--- src/rtl/alu_issue_ctrl_pkg.sv ---
// Shared types and constants for the ALU issue/collect controller.
package alu_issue_ctrl_pkg;

  // ALU opcodes, carried in action[24:21]
  localparam logic [3:0] OP_ADD    = 4'b0001;
  localparam logic [3:0] OP_SUB    = 4'b0010;
  localparam logic [3:0] OP_STOREI = 4'b0011;
  localparam logic [3:0] OP_AND    = 4'b0100;
  localparam logic [3:0] OP_OR     = 4'b0101;
  localparam logic [3:0] OP_GEQ    = 4'b0110;
  localparam logic [3:0] OP_LOADD  = 4'b0111;
  localparam logic [3:0] OP_STORE  = 4'b1000;
  localparam logic [3:0] OP_ADDI   = 4'b1001;
  localparam logic [3:0] OP_SUBI   = 4'b1010;
  localparam logic [3:0] OP_LOAD   = 4'b1011;
  localparam logic [3:0] OP_SET    = 4'b1110;

  localparam int PT_W = 16;

  // Tenant page-table entry as presented to the ALU
  typedef struct packed {
    logic [7:0] addr_len;
    logic [7:0] base_addr;
  } page_entry_t;

  // Controller FSM states
  typedef enum logic [1:0] {
    ST_IDLE  = 2'd0,
    ST_ISSUE = 2'd1,
    ST_WAIT  = 2'd2,
    ST_DRAIN = 2'd3
  } state_e;

endpackage

--- src/rtl/alu_issue_ctrl_page_tbl.sv ---
// Tenant page table: register file with per-entry valid bits.
// Reads are combinational, so a same-cycle write is seen only next cycle.
module alu_page_tbl
  import alu_issue_ctrl_pkg::*;
#(
  parameter int VID_WIDTH = 4
) (
  input  logic                 clk,
  input  logic                 rst_n,
  input  logic                 wr_en,
  input  logic [VID_WIDTH-1:0] wr_addr,
  input  page_entry_t          wr_data,
  input  logic [VID_WIDTH-1:0] rd_addr,
  output page_entry_t          rd_data,
  output logic                 rd_valid
);

  localparam int DEPTH = 1 << VID_WIDTH;

  page_entry_t ent_q [DEPTH];
  logic        vld_q [DEPTH];

  // Reset wipes every entry; a config write installs data and marks it valid
  always_ff @(posedge clk) begin
    if (!rst_n) begin
      for (int i = 0; i < DEPTH; i++) begin
        ent_q[i] <= '0;
        vld_q[i] <= 1'b0;
      end
    end else if (wr_en) begin
      ent_q[wr_addr] <= wr_data;
      vld_q[wr_addr] <= 1'b1;
    end
  end

  assign rd_data  = ent_q[rd_addr];
  assign rd_valid = vld_q[rd_addr];

endmodule

--- src/rtl/alu_issue_ctrl.sv ---
// Issue/collect controller for one stage ALU: looks up the tenant page
// entry, issues action+operands, holds them until the result pulse and
// parks the result (or an error) in a one-entry output buffer.
module alu_issue_ctrl
  import alu_issue_ctrl_pkg::*;
#(
  parameter int ACTION_LEN = 25,
  parameter int DATA_WIDTH = 32,
  parameter int VID_WIDTH  = 4,
  parameter int TIMEOUT    = 16
) (
  input  logic                  clk,
  input  logic                  rst_n,
  input  logic                  req_valid,
  output logic                  req_ready,
  input  logic [ACTION_LEN-1:0] req_action,
  input  logic [DATA_WIDTH-1:0] req_op1,
  input  logic [DATA_WIDTH-1:0] req_op2,
  input  logic [DATA_WIDTH-1:0] req_op3,
  input  logic [VID_WIDTH-1:0]  req_vid,
  output logic [ACTION_LEN-1:0] action_out,
  output logic                  action_valid_out,
  output logic [DATA_WIDTH-1:0] operand_1_out,
  output logic [DATA_WIDTH-1:0] operand_2_out,
  output logic [DATA_WIDTH-1:0] operand_3_out,
  input  logic                  alu_ready_in,
  output logic [PT_W-1:0]       page_tbl_out,
  output logic                  page_tbl_out_valid,
  input  logic [DATA_WIDTH-1:0] alu_result,
  input  logic                  alu_result_valid,
  output logic                  alu_ready_out,
  output logic                  res_valid,
  input  logic                  res_ready,
  output logic [DATA_WIDTH-1:0] res_data,
  output logic [VID_WIDTH-1:0]  res_vid,
  output logic                  res_err,
  input  logic                  cfg_wr_en,
  input  logic [VID_WIDTH-1:0]  cfg_wr_addr,
  input  logic [PT_W-1:0]       cfg_wr_data,
  output logic                  timeout_sticky
);

  localparam int WD_W = $clog2(TIMEOUT + 1);

  state_e               state_q, state_d;
  logic                 accept;
  logic                 do_result;
  logic                 do_timeout;
  logic                 wd_expired;
  logic [WD_W-1:0]      wdog_q;
  logic [VID_WIDTH-1:0] vid_q;
  page_entry_t          pt_rd_data;
  logic                 pt_rd_valid;

  alu_page_tbl #(.VID_WIDTH(VID_WIDTH)) u_page_tbl (
    .clk      (clk),
    .rst_n    (rst_n),
    .wr_en    (cfg_wr_en),
    .wr_addr  (cfg_wr_addr),
    .wr_data  (page_entry_t'(cfg_wr_data)),
    .rd_addr  (req_vid),
    .rd_data  (pt_rd_data),
    .rd_valid (pt_rd_valid)
  );

  assign wd_expired = (wdog_q == WD_W'(TIMEOUT - 1));

  // State register
  always_ff @(posedge clk) begin
    if (!rst_n) state_q <= ST_IDLE;
    else        state_q <= state_d;
  end

  // Next state and handshake/strobe outputs; a result pulse beats a
  // coincident watchdog expiry
  always_comb begin
    state_d            = state_q;
    req_ready          = 1'b0;
    action_valid_out   = 1'b0;
    alu_ready_out      = 1'b0;
    page_tbl_out_valid = 1'b0;
    res_valid          = 1'b0;
    accept             = 1'b0;
    do_result          = 1'b0;
    do_timeout         = 1'b0;
    case (state_q)
      ST_IDLE: begin
        req_ready = alu_ready_in & rst_n;
        accept    = req_valid & req_ready;
        if (accept) state_d = pt_rd_valid ? ST_ISSUE : ST_DRAIN;
      end
      ST_ISSUE: begin
        action_valid_out   = 1'b1;
        alu_ready_out      = 1'b1;
        page_tbl_out_valid = 1'b1;
        state_d            = ST_WAIT;
      end
      ST_WAIT: begin
        alu_ready_out      = 1'b1;
        page_tbl_out_valid = 1'b1;
        if (alu_result_valid) begin
          do_result = 1'b1;
          state_d   = ST_DRAIN;
        end else if (wd_expired) begin
          do_timeout = 1'b1;
          state_d    = ST_DRAIN;
        end
      end
      ST_DRAIN: begin
        res_valid = 1'b1;
        if (res_ready) state_d = ST_IDLE;
      end
      default: state_d = ST_IDLE;
    endcase
  end

  // Issue registers: loaded only on accept so the ALU sees stable inputs
  // (including the page entry) for the whole operation
  always_ff @(posedge clk) begin
    if (!rst_n) begin
      action_out    <= '0;
      operand_1_out <= '0;
      operand_2_out <= '0;
      operand_3_out <= '0;
      page_tbl_out  <= '0;
      vid_q         <= '0;
    end else if (accept) begin
      action_out    <= req_action;
      operand_1_out <= req_op1;
      operand_2_out <= req_op2;
      operand_3_out <= req_op3;
      page_tbl_out  <= pt_rd_data;
      vid_q         <= req_vid;
    end
  end

  // Output buffer: invalid tenant or timeout returns op3 flagged as error
  always_ff @(posedge clk) begin
    if (!rst_n) begin
      res_data <= '0;
      res_vid  <= '0;
      res_err  <= 1'b0;
    end else if (accept && !pt_rd_valid) begin
      res_data <= req_op3;
      res_vid  <= req_vid;
      res_err  <= 1'b1;
    end else if (do_result) begin
      res_data <= alu_result;
      res_vid  <= vid_q;
      res_err  <= 1'b0;
    end else if (do_timeout) begin
      res_data <= operand_3_out;
      res_vid  <= vid_q;
      res_err  <= 1'b1;
    end
  end

  // Watchdog: cleared in ISSUE, counts WAIT cycles
  always_ff @(posedge clk) begin
    if (!rst_n)                  wdog_q <= '0;
    else if (state_q == ST_ISSUE) wdog_q <= '0;
    else if (state_q == ST_WAIT)  wdog_q <= wdog_q + 1'b1;
  end

  // Sticky timeout flag, cleared only by reset
  always_ff @(posedge clk) begin
    if (!rst_n)          timeout_sticky <= 1'b0;
    else if (do_timeout) timeout_sticky <= 1'b1;
  end

endmodule

--- config.mk ---
export PLATFORM = sky130hd
export DESIGN_NAME = alu_issue_ctrl
export DESIGN_NICKNAME = d
export VERILOG_FILES = /design/src/rtl/alu_issue_ctrl_pkg.sv /design/src/rtl/alu_issue_ctrl_page_tbl.sv /design/src/rtl/alu_issue_ctrl.sv
export SDC_FILE = /design/constraint.sdc
export NUM_CORES = 1
export LEC_CHECK = 0
export CAP_MARGIN = 10
export CORE_MARGIN = 4
export CORE_UTILIZATION = 40
export CTS_CLUSTER_SIZE = 25
export DETAILED_ROUTE_END_ITERATION = 8
export GPL_ROUTABILITY_DRIVEN = 0
export PLACE_DENSITY = 0.64
export SLEW_MARGIN = 20
export SYNTH_ARGS = -nofsm -noshare
export SYNTH_HDL_FRONTEND = slang
export SYNTH_SLANG_ARGS = --single-unit
--- constraint.sdc ---
create_clock -name clk -period 6.4 [get_ports clk]
set_input_delay 1.92 -clock clk [delete_from_list [all_inputs] [get_ports clk]]
set_output_delay 1.92 -clock clk [all_outputs]
set_load 0.1 [all_outputs]
Word level (Yosys, flattened, before mapping)
Memories as Yosys holds them, arrays and structs flattened. A register that Yosys moved wholly into a read port is not among the register bits.
Index checks and enable logic that the tools add are counted.
{ "op_classes": {"n_addsub": 1, "mul": 0, "n_div": 0, "n_lt_le_gt_ge": 0, "eq_ne": 7, "shift": 0, "mux": 35, "n_bitwise": 3, "n_reduce_logical": 10} }
{ "op_table": {"columns": ["op", "count"], "rows": [
  ["32-bit 2-to-1 mux", 3],
  ["1-bit 2-to-1 mux", 20],
  ["4-bit 2-to-1 mux", 5],
  ["16-bit 2-to-1 mux", 1],
  ["16-bit OR reduction", 1],
  ["2-bit 2-to-1 mux", 5],
  ["2-bit case mux with 4 select lines", 1],
  ["5-bit by 1-bit adder with 5-bit output, second input constant", 1],
  ["5-bit by 4-bit equality test with 1-bit output, second input constant", 1],
  ["2-bit equality test, second input constant", 2],
  ["2-bit inequality test, second input constant", 2],
  ["2-bit OR reduction", 2],
  ["3-bit inequality test, second input constant", 1],
  ["3-bit AND reduction", 1],
  ["3-bit nonzero test", 1],
  ["1-bit AND", 2],
  ["2-bit by 1-bit equality test with 1-bit output, second input constant", 1],
  ["1-bit logical NOT", 2],
  ["2-bit logical NOT", 1],
  ["1-bit logical AND", 1],
  ["1-bit NOT", 1],
  ["1-bit OR reduction", 1]
]} }
{ "word_totals": {"register_bits": 170, "latch_bits": 0, "ram_bits": 272, "mem_bits_ro": 0, "in_bits": 184, "word_cells": 69, "memories": 2} }
{ "memory_table": {"columns": ["memory", "words", "word_bits", "read_ports", "rd_clocked_by_memory_dff", "wr", "line_no", "text"], "rows": [
  ["u_page_tbl.ent_q", 16, 16, 1, 1, 16, "alu_issue_ctrl_page_tbl.sv:20", "page_entry_t ent_q [DEPTH];"],
  ["u_page_tbl.vld_q", 16, 1, 1, 0, 16, "alu_issue_ctrl_page_tbl.sv:21", "logic vld_q [DEPTH];"]
]} }

Depth between registers and ports, before layout
Gate-level depths: netlist (run 1).
{ "depth": {"word_depth": 7, "mapped_depth": 11} }

Cells and area by module
A second synthesis (run 1) with hierarchy kept.
{ "unflattened": {"cells_unflattened": 1671, "area_unflattened_um2": 19995.4} }
{ "by_module_without_submodules": {"columns": ["module", "instances", "cells_per_inst", "area_per_inst_um2"], "rows": [
  ["alu_page_tbl", 1, 765, 12245.5],
  ["alu_issue_ctrl", 1, 906, 7749.9]
]} }

Least setup slack after synthesis (run 1)
No wires, ideal clock.
{ "synth_path": {"kind": "input port to output port", "start": "input rst_n", "end": "output req_ready", "arrival_time_ps": 2710, "t_required_ps": 4480, "path_slack_ps": 1770, "path_stages": 1, "n_path_buf": 0, "cell_sequence": "and3_1"} }
{ "synth_via": {"elab_chain_cells": 2} }
{ "synth_lines": {"columns": ["item", "line_no", "text"], "rows": [
  ["from (decl)", "alu_issue_ctrl.sv:13", "input logic rst_n,"],
  ["1-bit AND", "alu_issue_ctrl.sv:88", "req_ready = alu_ready_in & rst_n;"],
  ["1-bit 2-to-1 mux", "alu_issue_ctrl.sv:86", "case (state_q)"],
  ["to (decl)", "alu_issue_ctrl.sv:15", "output logic req_ready,"]
]} }
Every way passes these cells.

Worst setup path in the final report (run 1)
{ "layout_path": {"start": "input alu_ready_in", "end": "output req_ready"} }
{ "layout_via": {"elab_chain_cells": 2} }
{ "layout_lines": {"columns": ["item", "line_no", "text"], "rows": [
  ["from (decl)", "alu_issue_ctrl.sv:26", "input logic alu_ready_in,"],
  ["1-bit AND", "alu_issue_ctrl.sv:88", null],
  ["1-bit 2-to-1 mux", "alu_issue_ctrl.sv:86", null]
]} }
Every way passes these cells.

==> results of run 1 <==
[registers in the layout, summed over array words and instances (netlist names)]
signal,cells
u_page_tbl.ent_q,256
operand_1_out,32
operand_2_out,32
operand_3_out,32
res_data,32
action_out,25
page_tbl_out,16
u_page_tbl.vld_q,16
wdog_q,5
res_vid,4
vid_q,4
state_q,2
res_err,1
timeout_sticky,1
[final cells by class]
type                            count  area share [%]
Clock inverter                     23          0.7369
Clock buffer                       66           5.350
Timing Repair Buffer              403           15.47
Antenna cell                        6         0.05895
Multi-Input combinational cell   1091           29.02
Sequential cell                   458           46.06
Inverter                            5         0.07369
Tap cell                          656           3.223
[stage by stage]
stage | utilization [%] | std cells | hold slack, ns | power (uW)
after floorplan | - | 1689 | 0.4192 | 4671
after global placement | 49.63 | 2613 | 0.4269 | 5188
after detailed placement | 49.63 | 2613 | 0.4368 | 5212
after CTS | 52.85 | 2702 | 0.4508 | 7974
after global routing | 52.90 | 2708 | 0.4673 | 8192
final | 52.90 | 2708 | 0.4506 | 7906
[cells in the final DEF, fill, tap and decap left out, types with 2 or more instances in the layout]
cell and count:
nand2b_1 7, clkbuf_8 3, nand4_1 2, mux2_2 3, xor2_1 2, clkbuf_1 12
mux2i_1 41, mux4_2 65, and3_1 2, nor3_2 4, nor2b_2 2, a21oi_1 21
dfxtp_1 202, inv_6 2, clkinv_1 10, edfxtp_1 256, buf_6 3, o21a_1 3
buf_4 43, diode_2 6, a21boi_0 125, a22oi_1 33, o21ai_1 42, inv_1 5
and2_1 258, clkinv_2 7, a21o_1 16, nand2_1 325, o21ai_0 74, nor2b_1 3
clkbuf_16 51, bufinv_16 3, nor2_1 23, clkdlybuf4s50_1 356, a31o_2 16, ha_1 7
[worst min-delay path by stage]
stage / to / slack (ns) / cells after the start
final: u_page_tbl.vld_q[14]$_DFF_P_ / 0.45 / 1
after global routing: u_page_tbl.vld_q[4]$_DFF_P_ / 0.47 / 1
after CTS: u_page_tbl.vld_q[7]$_DFF_P_ / 0.45 / 1
after detailed placement: u_page_tbl.vld_q[7]$_DFF_P_ / 0.44 / 1
after global placement: u_page_tbl.vld_q[6]$_DFF_P_ / 0.43 / 1
after floorplan: u_page_tbl.vld_q[6]$_DFF_P_ / 0.42 / 1
[logic make-up (layout without fill, tap and decap cells)]
logic type / after synthesis / in the layout / synth area share [%]
and+or+nand+nor: 634 / 634 / 15.71
DFF: 458 / 458 / 59.71
AOI/OAI and AO/OA: 337 / 337 / 11.27
buffers and inverters: 140 / 497 / 2.961
muxes: 110 / 110 / 9.769
adders and majority gates: 7 / 7 / 0.4458
xor gates and xnor gates: 3 / 3 / 0.1338
other: 0 / 6 / 0
[layer usage]
layer	vias up	GRT usage, %
li1	6570	-
met1	6809	27.11
met2	474	37.12
met3	75	6.561
met4	6	5.496
met5	-	0
[worst max-delay path: stages]
cell and delay (ns):
clkdlybuf4s50_1 0.55, and3_1 0.29, buf_4 0.34
[power by group]
group / total, uW / switching (uW) / internal, uW / leakage [uW]
clock network: 2760 / 1150 / 1610 / 0.000759
logic: 1760 / 1250 / 505 / 0.00425
registers: 3390 / 89.3 / 3300 / 0.00408
total: 7910 / 2500 / 5410 / 0.00909
==> results.md, run 1 <==
* Outcome: complete, no violations
* Ys async rst share at 0%
* Seq cells post-synth at 458
* DR vias/cell at 5.145
* RR Endpoint: res_vid[1]$_SDFFE_PN0P_
* Post-CTS Resized at 0
* RSZ-0062 raised after global routing: false
* Ports at 364
* Hold wc startpoint: u_page_tbl.vld_q[14]$_DFF_P_
* CTS tree: done
* Fillers at 4,192
* Count leader, synth: nand2_1
* Postcts setup bufs at 0
* DRC viols at 0
* Met1 wire length at 23,910 um
* Met2 WL at 29,430 um
* Dominant synthesized flop cell: edfxtp_1
* Final Skew at 0.01869 ns
* Yosys top cell area share at 39.13%
* Critical Path AT at 3.11 ns
* Power per cell area at 310.4 nW/um^2
* Mapped Nets at 1,880
* Slew of the pin with the lowest slew margin at 1.153 ns
* Slew Limit Fails at 0
* Via count at 13,930
* Detail Placement HPWL at 39,960 um
* Yosys cell types at 42
* Max-Cap Viols at 0
* R2R depth at 9
* WL met3 at 4946 um
* Post-Syn Area at 19,650 sq um
* EDFF count, synth at 256
* GR Overflow Total at 0
* WL/cell at 21.96 um
* Final ANT Viol Nets at 0
* Area growth syn-to-layout at 29.63%
* Starting density of the core at 40.81%
* IO buf count at 363
* H-tree Lvls at 2
* Kind of critical path: input port to primary output
* Leak Pwr at 0.009086 uW
* DP Worst Slack at 1.376 ns
* CP startpoint: alu_ready_in
* Synth cell count leaders: 327 x nand2_1, 258 x and2_1, 256 x edfxtp_1
* Die area at 52,730 sq um
* Cell Rows at 80
* Mapped Cells at 1,689
* Critical register-to-register path startpoint: state_q[0]$_SDFFE_PN0P_
* Final period util at 78.62%
* Leading area contributor after synthesis: edfxtp_1
* Top Metal Used: met5
* Final hold vios at 0
* Area of the multi-input gates at 7392 sq um
* Hold crit path type: flip-flop to flip-flop
* Seq/Total Area, Yosys at 59.71%
* Clk_lat worst skew at 0.58 ns
* First DRT Iteration DRCs at 991
* Layout cells sized above 1 at 10.26%
* Global-route wire length before repair at 87,970 um
* Crit path to: req_ready
* Vias in the first global route at 13,950
* DIE HEIGHT at 229.6 um
* Setup TNS at 0 ns
* Post-CTS Hold Buffers at 0
* R2r setup slk at 3.38 ns
* Min Tclk post-route at 5.032 ns
* Max Clk Rate at 0.1987 GHz
* Drt first pass iters at 5
* Area of placed instances at 23,900 sq um
* Total wire length at 59,470 um
* Post-synthesis area per instance at 11.63 sq um
* Root Buffer: clkbuf_16
* Core ar. at 48,150 sq um
* Syn. warnings at 0
* Critical path data required time at 4.48 ns
* Num CTS Buffers at 49
* Clock Sinks at 458
* Final layout net count at 2,199
* Synth area leaders: edfxtp_1 39%, dfxtp_1 21%, and2_1 8.2%
* Register area at 11,730 sq um
* Final worst slack at 1.368 ns
* Clock Path Buffers at 3
* Setup Viol. Count Final at 0
* Crit path max fanout at 4
* Pin count of the biggest net entering global routing at 117
* GRT Overall Usage at 21.74%
* Max IR drop VDD at 0.2132 mV
* DIE WIDTH at 229.6 um
* Crit end category: primary output
* CP Launch Type: input port
* Design area at 25,470 sq um
* Slew HR at 22.90%
* Initial antenna violation count at 9
* CTS clk-pin slew, worst paths at 0.06 ns
(Power assumes the default switching activity.)
==> run 2: changes to the inputs <==
Clock period 6.4 ns to 4.75 ns, I/O delays scaled along.
==> run 2 against run 1 <==
Net effect: flip-flop and latch count unchanged; setup slack got worse by 0.52 ns; first-iteration DRC count rose by 14%; core utilization increased by 0.14 points; routed wire length is 0.60% higher; critical path type unchanged; critical endpoint unchanged; largest power group unchanged; highest routed layer unchanged.
==> results.md, run 2 (synthesis results as in run 1) <==
* Outcome: complete, no violations
* Hold wc startpoint: u_page_tbl.vld_q[6]$_DFF_P_
* Crit end category: primary output
* Final layout net count at 2,206 (+0.32%)
* Max IR drop VDD at 0.2754 mV (+29%)
* Vias in the first global route at 13,890 (-0.46%)
* Setup Viol. Count Final at 0 (unchanged)
* Core ar. at 48,150 sq um (unchanged)
* Slew HR at 20.12% (-2.8 points)
* Setup TNS at 0 ns (unchanged)
* Critical register-to-register path startpoint: state_q[0]$_SDFFE_PN0P_
* H-tree Lvls at 2 (unchanged)
* Final period util at 82.12%
* Num CTS Buffers at 49 (unchanged)
* Clock Sinks at 458 (unchanged)
* Design area at 25,540 sq um (+0.27%)
* Postcts setup bufs at 0 (unchanged)
* CP Launch Type: input port
* Area of placed instances at 24,000 sq um (+0.44%)
* Final ANT Viol Nets at 0 (unchanged)
* Max reg flops at 256 (unchanged)
* Area growth syn-to-layout at 29.98%
* Clock Path Buffers at 3 (unchanged)
* Clk_lat worst skew at 0.58 ns (about the same)
* Layout cells sized above 1 at 10.59% (+0.33 points)
* Die area at 52,730 sq um (unchanged)
* Slew Limit Fails at 0 (unchanged)
* Global-route wire length before repair at 88,570 um (+0.68%)
* Most frequent cells in the layout: 355 x clkdlybuf4s50_1, 325 x nand2_1, 258 x and2_1
* GRT Overall Usage at 21.88% (+0.14 points)
* Min Tclk post-route at 3.901 ns
* CTS clk-pin slew, worst paths at 0.06 ns (about the same)
* DIE HEIGHT at 229.6 um (unchanged)
* GR Overflow Total at 0 (unchanged)
* Hold Path Depth at 1 (unchanged)
* Crit path max fanout at 4 (unchanged)
* R2R depth at 7 (-2)
* Critical Path AT at 2.48 ns (-0.63 ns)
* Slew of the pin with the lowest slew margin at 1.194 ns (+0.04152 ns)
* Hold crit path type: flip-flop to flip-flop
* DIE WIDTH at 229.6 um (unchanged)
* Ports at 364 (unchanged)
* R2r setup slk at 2.09 ns (-1.29 ns)
* RR Endpoint: res_data[0]$_SDFFE_PN0P_
* Initial antenna violation count at 15 (+6)
* Post-CTS Hold Buffers at 0 (unchanged)
* First DRT Iteration DRCs at 1,126 (+14%)
* Final Skew at 0.01688 ns (-0.001806 ns)
* Final hold vios at 0 (unchanged)
* Root Buffer: clkbuf_16
* WL/cell at 22.01 um (+0.23%)
* Kind of critical path: input port to primary output
* RSZ-0062 raised after global routing: false
* Power per cell area at 415.0 nW/um^2 (+34%)
* Critical path data required time at 3.32 ns (-1.16 ns)
* Total wire length at 59,830 um (+0.60%)
* Most common cell after layout, fill and taps aside: clkdlybuf4s50_1
* Max-Cap Viols at 0 (unchanged)
* Drt first pass iters at 5 (unchanged)
* Worst Hold End: u_page_tbl.vld_q[6]$_DFF_P_
* Pin count of the biggest net entering global routing at 198 (+69%)
* Largest register by flop count: u_page_tbl.ent_q
* CP startpoint: alu_ready_in
* DR vias/cell at 5.230 (+1.6%)
* IO buf count at 363 (unchanged)
* DRC viols at 0 (unchanged)
* Leak Pwr at 0.009127 uW (+0.45%)
* Max Clk Rate at 0.2564 GHz
* Cell Rows at 80 (unchanged)
* Via count at 14,210 (+2.0%)
* Starting density of the core at 40.81% (unchanged)
* Post-CTS Resized at 0 (unchanged)
* CTS tree: done
* Detail Placement HPWL at 39,560 um (-1.0%)
[run 2: changes by cell type in the layout (fill, tap and decap cells not counted), moves of 3 or more]
| cell | change |
|---|---|
| clkinv_2 | +3 |
| buf_12 | +5 |
| diode_2 | +7 |
| buf_4 | +4 |
| clkinv_1 | -7 |
[run 2: critical path, stage by stage]
cell and delay (ns):
clkdlybuf4s50_1 0.54, and3_1 0.29, buf_12 0.21
[run 2: worst max path at each step]
| stage | to | slack, ns | cells after the start |
|---|---|---|---|
| after floorplan | req_ready | 1.11 | 1 |
| after global placement | req_ready | 0.87 | 3 |
| after detailed placement | req_ready | 0.87 | 3 |
| after CTS | req_ready | 0.85 | 3 |
| after global routing | req_ready | 0.81 | 3 |
| final | req_ready | 0.85 | 3 |
[run 2: final cells by class]
type / instances / area (sq um)
fillers: 4151 / 22610
flip-flops and latches: 458 / 11730
multi-input cells: 1091 / 7387
repair buffers: 410 / 4043
clock buffers: 67 / 1334
well taps: 656 / 820.8
clock inverters: 18 / 168.9
diodes: 13 / 32.53
inverters: 5 / 18.77
[run 2: metrics by stage]
stage | util, % | power, uW | hold slack [ns] | instances | worst slack [ns]
after floorplan | - | 6294 | 0.4192 | 1689 | 1.110
after global placement | 49.86 | 7011 | 0.4365 | 2620 | 0.8683
after detailed placement | 49.85 | 7047 | 0.4405 | 2620 | 0.8669
after CTS | 52.97 | 10700 | 0.4542 | 2705 | 0.8524
after global routing | 53.03 | 10960 | 0.4707 | 2717 | 0.8131
final | 53.04 | 10600 | 0.4511 | 2718 | 0.8494
[run 2: report_power, final]
part / internal, uW / leakage, uW / total, uW / switching [uW]
logic: 693 / 0.00430 / 2390 / 1690
registers: 4440 / 0.00408 / 4560 / 123
clock network: 2120 / 0.000744 / 3650 / 1530
[run 2: metal layers]
layer / wire, um / vias up / share of wire (%) / GRT usage, %
li1: - / 6588 / - / -
met1: 23680 / 7013 / 40 / 27.45
met2: 30040 / 517 / 50 / 36.83
met3: 4319 / 92 / 7.2 / 5.045
met4: 1756 / 4 / 2.9 / 8.577
met5: 27 / - / 0.045 / 0
